File: src/rtl/rtmc_seq.sv
`default_nettype none
// ============================================================================
// Module   : rtmc_seq
// Brief    : SPI mode-0 programmed pattern sequencer driving CHANNELS outputs
//            from a DEPTH-entry step memory. Option macro: RTMC_SEQ_READBACK_EN
// Revision : 1.0 - initial release
// ============================================================================
module rtmc_seq #(
    parameter int CHANNELS = 8,
    parameter int DEPTH    = 16,
    parameter int GPI_W    = 4,
    parameter int TICK_DIV = 16
) (
    input  logic                clk,
    input  logic                rst,
    input  logic                sck,
    input  logic                cs_n,
    input  logic                sdi,
    output logic                sdo,
    input  logic [GPI_W-1:0]    gpi,
    output logic [CHANNELS-1:0] mc,
    output logic [CHANNELS-1:0] mc_oe,
    output logic                busy
);

    localparam int                c_addr_w    = (DEPTH > 1) ? $clog2(DEPTH) : 1;
    localparam int                c_tick_w    = (TICK_DIV > 1) ? $clog2(TICK_DIV) : 1;
    localparam logic [c_tick_w-1:0] c_tick_last = c_tick_w'(TICK_DIV - 1);
    localparam logic [4:0]        c_depth     = 5'(DEPTH);

    typedef enum logic [1:0] {
        ST_IDLE = 2'd0,
        ST_RUN  = 2'd1,
        ST_WAIT = 2'd2,
        ST_DONE = 2'd3
    } state_t;

    // ---------------- input synchronisers ----------------
    logic [2:0]       r_sck_sync;
    logic [1:0]       r_cs_sync;
    logic [1:0]       r_sdi_sync;
    logic [GPI_W-1:0] r_gpi_s1;
    logic [GPI_W-1:0] r_gpi_s2;

    always_ff @(posedge clk or posedge rst) begin
        if (rst) begin
            r_sck_sync <= 3'b000;
            r_cs_sync  <= 2'b11;
            r_sdi_sync <= 2'b00;
            r_gpi_s1   <= '0;
            r_gpi_s2   <= '0;
        end else begin
            r_sck_sync <= {r_sck_sync[1:0], sck};
            r_cs_sync  <= {r_cs_sync[0], cs_n};
            r_sdi_sync <= {r_sdi_sync[0], sdi};
            r_gpi_s1   <= gpi;
            r_gpi_s2   <= r_gpi_s1;
        end
    end

    logic w_sck_rise;
    logic w_sck_fall;
    logic w_cs_active;
    logic w_sdi;

    assign w_sck_rise  =  r_sck_sync[1] & ~r_sck_sync[2];
    assign w_sck_fall  = ~r_sck_sync[1] &  r_sck_sync[2];
    assign w_cs_active = ~r_cs_sync[1];
    assign w_sdi       =  r_sdi_sync[1];

    // ---------------- register file / sequencer state ----------------
    logic                r_ctrl_run;
    logic                r_ctrl_loop;
    logic [c_addr_w-1:0] r_ctrl_last;
    logic                r_ctrl_wr;

    logic [CHANNELS-1:0] r_pat  [DEPTH];
    logic [CHANNELS-1:0] r_oe   [DEPTH];
    logic [7:0]          r_dur  [DEPTH];
    logic [GPI_W-1:0]    r_mask [DEPTH];

    state_t              r_state;
    state_t              w_state_nxt;
    logic [c_addr_w-1:0] r_step;
    logic [c_tick_w-1:0] r_tick;
    logic [7:0]          r_dcnt;
    logic [7:0]          r_cur_dur;
    logic [GPI_W-1:0]    r_cur_mask;
    logic [CHANNELS-1:0] r_mc;
    logic [CHANNELS-1:0] r_oe_out;

    // ---------------- SPI slave ----------------
    logic [2:0] r_bit_cnt;
    logic [6:0] r_shift;
    logic [7:0] r_byte;
    logic       r_byte_done;
    logic       r_cmd_phase;
    logic       r_wr_mode;
    logic [6:0] r_addr;
    logic [7:0] r_tx;
    logic       r_sdo;
    logic [6:0] w_rd_addr;
    logic [7:0] w_rdata;
    logic       w_we;
    logic [3:0] w_wk;

    // The byte following the command is fetched from the command address,
    // every later one from the address after the one just transferred.
    assign w_rd_addr = r_cmd_phase ? r_byte[6:0] : (r_addr + 7'd1);
    assign w_we      = r_byte_done & ~r_cmd_phase & r_wr_mode;
    assign w_wk      = r_addr[5:2];

    always_ff @(posedge clk or posedge rst) begin
        if (rst) begin
            r_bit_cnt   <= 3'd0;
            r_shift     <= 7'd0;
            r_byte      <= 8'd0;
            r_byte_done <= 1'b0;
            r_cmd_phase <= 1'b1;
            r_wr_mode   <= 1'b0;
            r_addr      <= 7'd0;
            r_tx        <= 8'd0;
            r_sdo       <= 1'b0;
        end else if (!w_cs_active) begin
            r_bit_cnt   <= 3'd0;
            r_byte_done <= 1'b0;
            r_cmd_phase <= 1'b1;
            r_tx        <= 8'd0;
            r_sdo       <= 1'b0;
        end else begin
            r_byte_done <= 1'b0;
            if (w_sck_rise) begin
                r_shift   <= {r_shift[5:0], w_sdi};
                r_bit_cnt <= r_bit_cnt + 3'd1;
                if (r_bit_cnt == 3'd7) begin
                    r_byte      <= {r_shift, w_sdi};
                    r_byte_done <= 1'b1;
                end
            end
            if (w_sck_fall) begin
                r_sdo <= r_tx[7];
                r_tx  <= {r_tx[6:0], 1'b0};
            end
            if (r_byte_done) begin
                if (r_cmd_phase) begin
                    r_cmd_phase <= 1'b0;
                    r_wr_mode   <= r_byte[7];
                    r_addr      <= r_byte[6:0];
                end else begin
                    r_addr <= r_addr + 7'd1;
                end
                r_tx <= w_rdata;
            end
        end
    end

    assign sdo = r_sdo;

    always_comb begin
        w_rdata = 8'd0;
        if (w_rd_addr == 7'h00) begin
            w_rdata = {4'(r_ctrl_last), 2'b00, r_ctrl_loop, r_ctrl_run};
        end else if (w_rd_addr == 7'h01) begin
            w_rdata = {4'(r_step), 2'b00, r_state};
        end
`ifdef RTMC_SEQ_READBACK_EN
        else if (w_rd_addr[6] && ({1'b0, w_rd_addr[5:2]} < c_depth)) begin
            case (w_rd_addr[1:0])
                2'd0:    w_rdata = 8'(r_pat[w_rd_addr[2 +: c_addr_w]]);
                2'd1:    w_rdata = 8'(r_oe[w_rd_addr[2 +: c_addr_w]]);
                2'd2:    w_rdata = r_dur[w_rd_addr[2 +: c_addr_w]];
                default: w_rdata = 8'(r_mask[w_rd_addr[2 +: c_addr_w]]);
            endcase
        end
`endif
    end

    always_ff @(posedge clk or posedge rst) begin
        if (rst) begin
            r_ctrl_run  <= 1'b0;
            r_ctrl_loop <= 1'b0;
            r_ctrl_last <= '0;
            r_ctrl_wr   <= 1'b0;
            for (int i = 0; i < DEPTH; i++) begin
                r_pat[i]  <= '0;
                r_oe[i]   <= '0;
                r_dur[i]  <= '0;
                r_mask[i] <= '0;
            end
        end else begin
            r_ctrl_wr <= 1'b0;
            if (w_we) begin
                if (r_addr == 7'h00) begin
                    r_ctrl_run  <= r_byte[0];
                    r_ctrl_loop <= r_byte[1];
                    r_ctrl_last <= r_byte[4 +: c_addr_w];
                    r_ctrl_wr   <= 1'b1;
                end else if (r_addr[6] && ({1'b0, w_wk} < c_depth)) begin
                    case (r_addr[1:0])
                        2'd0:    r_pat[w_wk[c_addr_w-1:0]]  <= r_byte[CHANNELS-1:0];
                        2'd1:    r_oe[w_wk[c_addr_w-1:0]]   <= r_byte[CHANNELS-1:0];
                        2'd2:    r_dur[w_wk[c_addr_w-1:0]]  <= r_byte;
                        default: r_mask[w_wk[c_addr_w-1:0]] <= r_byte[GPI_W-1:0];
                    endcase
                end
            end
        end
    end

    // ---------------- step sequencer ----------------
    logic                w_step_end;
    logic                w_load;
    logic                w_clear;
    logic                w_advance;
    logic [c_addr_w-1:0] w_load_idx;

    assign w_step_end = (r_state == ST_RUN) && (r_tick == c_tick_last) && (r_dcnt == r_cur_dur);

    // A CTRL commit takes priority over a step ending in the same cycle.
    always_comb begin
        w_state_nxt = r_state;
        w_load      = 1'b0;
        w_clear     = 1'b0;
        w_advance   = 1'b0;
        w_load_idx  = '0;
        if (r_ctrl_wr && !r_ctrl_run) begin
            w_state_nxt = ST_IDLE;
            w_clear     = 1'b1;
        end else if (r_ctrl_wr && ((r_state == ST_IDLE) || (r_state == ST_DONE))) begin
            w_state_nxt = ST_RUN;
            w_load      = 1'b1;
        end else begin
            case (r_state)
                ST_RUN: begin
                    if (w_step_end) begin
                        if (r_cur_mask != '0) begin
                            w_state_nxt = ST_WAIT;
                        end else begin
                            w_advance = 1'b1;
                        end
                    end
                end
                ST_WAIT: begin
                    if ((r_gpi_s2 & r_cur_mask) != '0) begin
                        w_advance = 1'b1;
                    end
                end
                default: ;
            endcase
            if (w_advance) begin
                if (r_step != r_ctrl_last) begin
                    w_state_nxt = ST_RUN;
                    w_load      = 1'b1;
                    w_load_idx  = r_step + 1'b1;
                end else if (r_ctrl_loop) begin
                    w_state_nxt = ST_RUN;
                    w_load      = 1'b1;
                end else begin
                    w_state_nxt = ST_DONE;
                end
            end
        end
    end

    // Step fields are copied at load so memory writes never disturb the live step.
    always_ff @(posedge clk or posedge rst) begin
        if (rst) begin
            r_state    <= ST_IDLE;
            r_step     <= '0;
            r_tick     <= '0;
            r_dcnt     <= 8'd0;
            r_cur_dur  <= 8'd0;
            r_cur_mask <= '0;
            r_mc       <= '0;
            r_oe_out   <= '0;
        end else begin
            r_state <= w_state_nxt;
            if (w_load) begin
                r_step     <= w_load_idx;
                r_mc       <= r_pat[w_load_idx];
                r_oe_out   <= r_oe[w_load_idx];
                r_cur_dur  <= r_dur[w_load_idx];
                r_cur_mask <= r_mask[w_load_idx];
                r_tick     <= '0;
                r_dcnt     <= 8'd0;
            end else if (w_clear) begin
                r_step   <= '0;
                r_mc     <= '0;
                r_oe_out <= '0;
                r_tick   <= '0;
                r_dcnt   <= 8'd0;
            end else if (r_state == ST_RUN) begin
                if (r_tick == c_tick_last) begin
                    r_tick <= '0;
                    r_dcnt <= r_dcnt + 8'd1;
                end else begin
                    r_tick <= r_tick + 1'b1;
                end
            end
        end
    end

    assign mc    = r_mc;
    assign mc_oe = r_oe_out;
    assign busy  = (r_state == ST_RUN) || (r_state == ST_WAIT);

endmodule
`default_nettype wire

File: config.mk
export PLATFORM = sky130hd
export DESIGN_NAME = rtmc_seq
export DESIGN_NICKNAME = d
export VERILOG_FILES = /design/src/rtl/rtmc_seq.sv
export SDC_FILE = /design/constraint.sdc
export NUM_CORES = 1
export LEC_CHECK = 0
export CAP_MARGIN = 20
export CORE_ASPECT_RATIO = 1.4
export CORE_MARGIN = 10
export CORE_UTILIZATION = 50
export CTS_CLUSTER_DIAMETER = 150
export DETAILED_ROUTE_END_ITERATION = 16
export PLACE_DENSITY_LB_ADDON = 0.12
export SETUP_SLACK_MARGIN = 0.2
export SLEW_MARGIN = 20
export SYNTH_ARGS = -nofsm -noshare
export SYNTH_HDL_FRONTEND = slang
export SYNTH_SLANG_ARGS = --single-unit
File: constraint.sdc
create_clock -name clk -period 21.9 [get_ports clk]
set_input_delay 5.475 -clock clk [delete_from_list [all_inputs] [get_ports clk]]
set_output_delay 5.475 -clock clk [all_outputs]
set_load 0.05 [all_outputs]
==> summary.txt <==
Floorplan
  • Die Height: 287.7 um
  • Initial Utilization: 50.30%
  • I/O pin total: 27
  • Core area: 0.05089 mm2
  • Die area: 0.06077 mm2
  • Row Count: 98
  • Die width: 211.2 um

Timing
  • Slew @ Worst Pin: 1.085 ns
  • Fmax: 121.4 MHz
  • Layout Skew: 0.01534 ns
  • Final slew viol count: 0
  • Rel. slew slack: 27.67%
  • # setup viols final: 0
  • Tcrit/Tclk final: 37.63%
  • Final worst path period need: 8.240 ns
  • RSZ-0062 raised after global routing: false
  • Hold Vio Cnt, Final: 0
  • Setup TNS: 0 ns

Flow run
  • Max Cap Violations: 0

Clocking
  • Cts bufs inserted: 53
  • H-tree depth: 2
  • CTS tree: done
  • Clk sink count: 553
  • Clock latency on the worst-skew pair: 0.59 ns
  • Max clock buf depth: 3
  • Quantity of hold-fixing buffers added after cts: 0
  • Clock-pin transition on the worst setup and hold timing paths: 0.06 ns
  • Setup Fix Bufs, Post-CTS: 0
  • Clock Tree Root: clkbuf_16
  • Post_cts resized: 0

Min path
  • Hold Crit Class: reg2reg
  • Hold Startpoint: r_gpi_s1[3]

Worst setup path
  • Critical Path RT: 22.53 ns
  • Worst setup EP type: asynchronous set/reset pin
  • Worst r2r dst: r_cur_dur[2]
  • CP arrival: 8.87 ns
  • Crit path from: rst
  • R2r startpoint: r_step[0]
  • Critical path peak fanout: 78
  • R2r worst-path depth: 8
  • Worst setup path endpoint: r_gpi_s1[0]
  • Reg2Reg Setup Slack: 17.70 ns
  • Crit Path Class: in2async
  • Critical path startpoint category: input port

Routing
  • Residual DRC: 0
  • Routed Antenna Nets: 0
  • Initial DRC count: 1,061
  • WL/cell: 24.75 um
  • Vias/cell: 6.057
  • Drt first pass iters: 5
  • Vias: 15,910
  • Total wire length: 65,000 um

Place
  • Port bufs: 26
  • Post-Place Cell Area: 0.02638 mm2
  • Routability cong.: 0.8028
  • Dpl hpwl: 40,500 um

Power and ir drop
  • Comb pwr share: 1.5%
  • Sw Pwr: 421.5 uW
  • Flop pwr share: 51.6%
  • Clock share of power: 46.9%
  • P per Cell Area: 71.25 mW/mm2
  • Leak Pwr: 13.27 nW
  • Maximum vdd drop: 0.00007107 V
  • Switching portion of total power: 21.00%
  • Internal Power: 1.586 mW

Synth
  • Top_reg_cell synth: dfrtp_1
  • Yosys warnings: 0
  • Area of the mapped netlist: 0.02559 mm2
  • Post-Syn Area per Cell: 13.03 um2
  • Mapped Cells: 1,964
  • Syn Nets: 1,985
  • Post-synth EDFFs: 0
  • Synth cell types: 67
  • Seq cells post-synth: 553
  • Sequential area share after synthesis: 54.08%
  • Async SR Flop Fraction: 100.0%

Global routing
  • Tot GR Track Use: 21.64%
  • Vias in the first global route: 16,930
  • Largest net degree at the start of global routing: 79
  • Congestion Overflow GR: 0
  • Initial antenna violation count: 1
  • First-pass GRT wire length: 101,900 um

Layout
  • Layout cells sized above 1: 35.17%
  • Final net count: 1,955
  • N_diodes: 0
  • Post-Layout Inst Area: 0.02817 mm2
  • Area growth syn-to-layout: 10.06%

Run status
  • Result of the run: finished clean
## critical path, stage by stage
cell,delay [ns]
clkdlybuf4s50_1,0.49
inv_8,0.42
buf_4,0.79
buf_4,0.81
buf_4,0.73
## synthesized netlist by cell type (16+ instances only)
master	n	area share, %
mux4_2	31	2.7
nor3_1	20	0.39
clkbuf_1	111	1.6
a221o_1	18	0.70
o211ai_1	16	0.47
nor2_1	76	1.1
nand2_1	108	1.6
o22ai_1	49	1.2
mux2i_1	74	2.9
inv_1	27	0.40
a21oi_1	66	1.3
dfrtp_1	550	54
o21ai_0	46	0.90
mux2_2	504	22
a221oi_1	17	0.58
buf_2	19	0.37
## layout by cell type (no fill, tap or decap), types with 12 or more instances in the layout
cell / n
a21oi_1: 65
a221o_1: 18
a221oi_1: 17
and3_1: 12
buf_4: 33
clkbuf_1: 12
clkbuf_16: 55
clkdlybuf4s50_1: 26
clkinv_2: 14
dfrtp_1: 541
inv_1: 26
mux2_2: 504
mux2i_1: 74
mux4_2: 31
nand2_1: 108
nand2b_1: 13
nor2_1: 74
nor3_1: 19
o211ai_1: 16
o21ai_0: 46
o22ai_1: 49
xnor2_1: 13
xor2_1: 13
## kinds of logic (layout without fill, tap and decap cells)
logic type / count (synthesis) / in the layout / share of synthesized area, %
compound gates: 298 / 298 / 8.306
xor+xnor: 28 / 28 / 0.9582
fa+ha+maj: 12 / 12 / 0.5866
buf+inv: 171 / 183 / 2.762
flops: 553 / 553 / 54.08
mux: 609 / 609 / 27.80
simple gates: 293 / 293 / 5.509
## layout make-up
cell class,count,area (um2)
Inverter,27,108.9
Clock buffer,76,1545
Timing Repair Buffer,59,508.0
Sequential cell,553,13860
Fill cell,4238,22720
Tap cell,650,813.3
Clock inverter,21,236.5
Multi-Input combinational cell,1240,11100
## power groups by stage
stage,registers (mW),clock network (mW),logic [mW]
6_report,1.03,0.941,0.0307
5_1_grt,1.04,1.00,0.0360
4_1_cts,1.03,0.961,0.0326
3_5_place_dp,1.05,0,0.0325
3_3_place_gp,1.05,0,0.0313
2_1_floorplan,1.05,0,0.0225
## how the worst min path moves through the flow
stage                          to  slack (ns)  cells after the start
floorplan             r_gpi_s2[0]        0.33                      0
global placement    r_sck_sync[1]        0.35                      0
detailed placement    r_gpi_s2[3]        0.35                      0
CTS                   r_gpi_s2[3]        0.36                      0
global route          r_gpi_s2[3]        0.37                      0
finish                r_gpi_s2[3]        0.35                      0
## state kept, by name, summed over array words and instances, names as in the netlist, 4 cells and up
signal       flops
r_dur          128
r_oe           128
r_pat          128
r_mask          64
mc               8
mc_oe            8
r_byte           8
r_cur_dur        8
r_dcnt           8
r_tx             8
r_addr           7
r_shift          7
r_ctrl_last      4
r_cur_mask       4
r_gpi_s1         4
r_gpi_s2         4
r_step           4
r_tick           4
## metal layers
layer | share of wire, % | track usage [%]
met5 | 0.020 | 0
met4 | 3.3 | 7.512
met1 | 42 | 26.87
met2 | 52 | 38.03
met3 | 3.5 | 2.786
## through the flow
| stage | instances | hold slack (ns) | worst slack [ns] | power [mW] | utilization, % |
|---|---|---|---|---|---|
| 2_1_floorplan | 1964 | 0.3312 | 0.9677 | 1.075 | - |
| 3_3_place_gp | 2529 | 0.3478 | 13.00 | 1.085 | 51.85 |
| 3_5_place_dp | 2529 | 0.3457 | 12.89 | 1.086 | 51.85 |
| 4_1_cts | 2626 | 0.3568 | 13.51 | 2.028 | 55.35 |
| 6_report | 2626 | 0.3548 | 13.66 | 2.007 | 55.36 |
| 5_1_grt | 2626 | 0.3676 | 13.13 | 2.075 | 55.36 |
(Power assumes the default switching activity.)
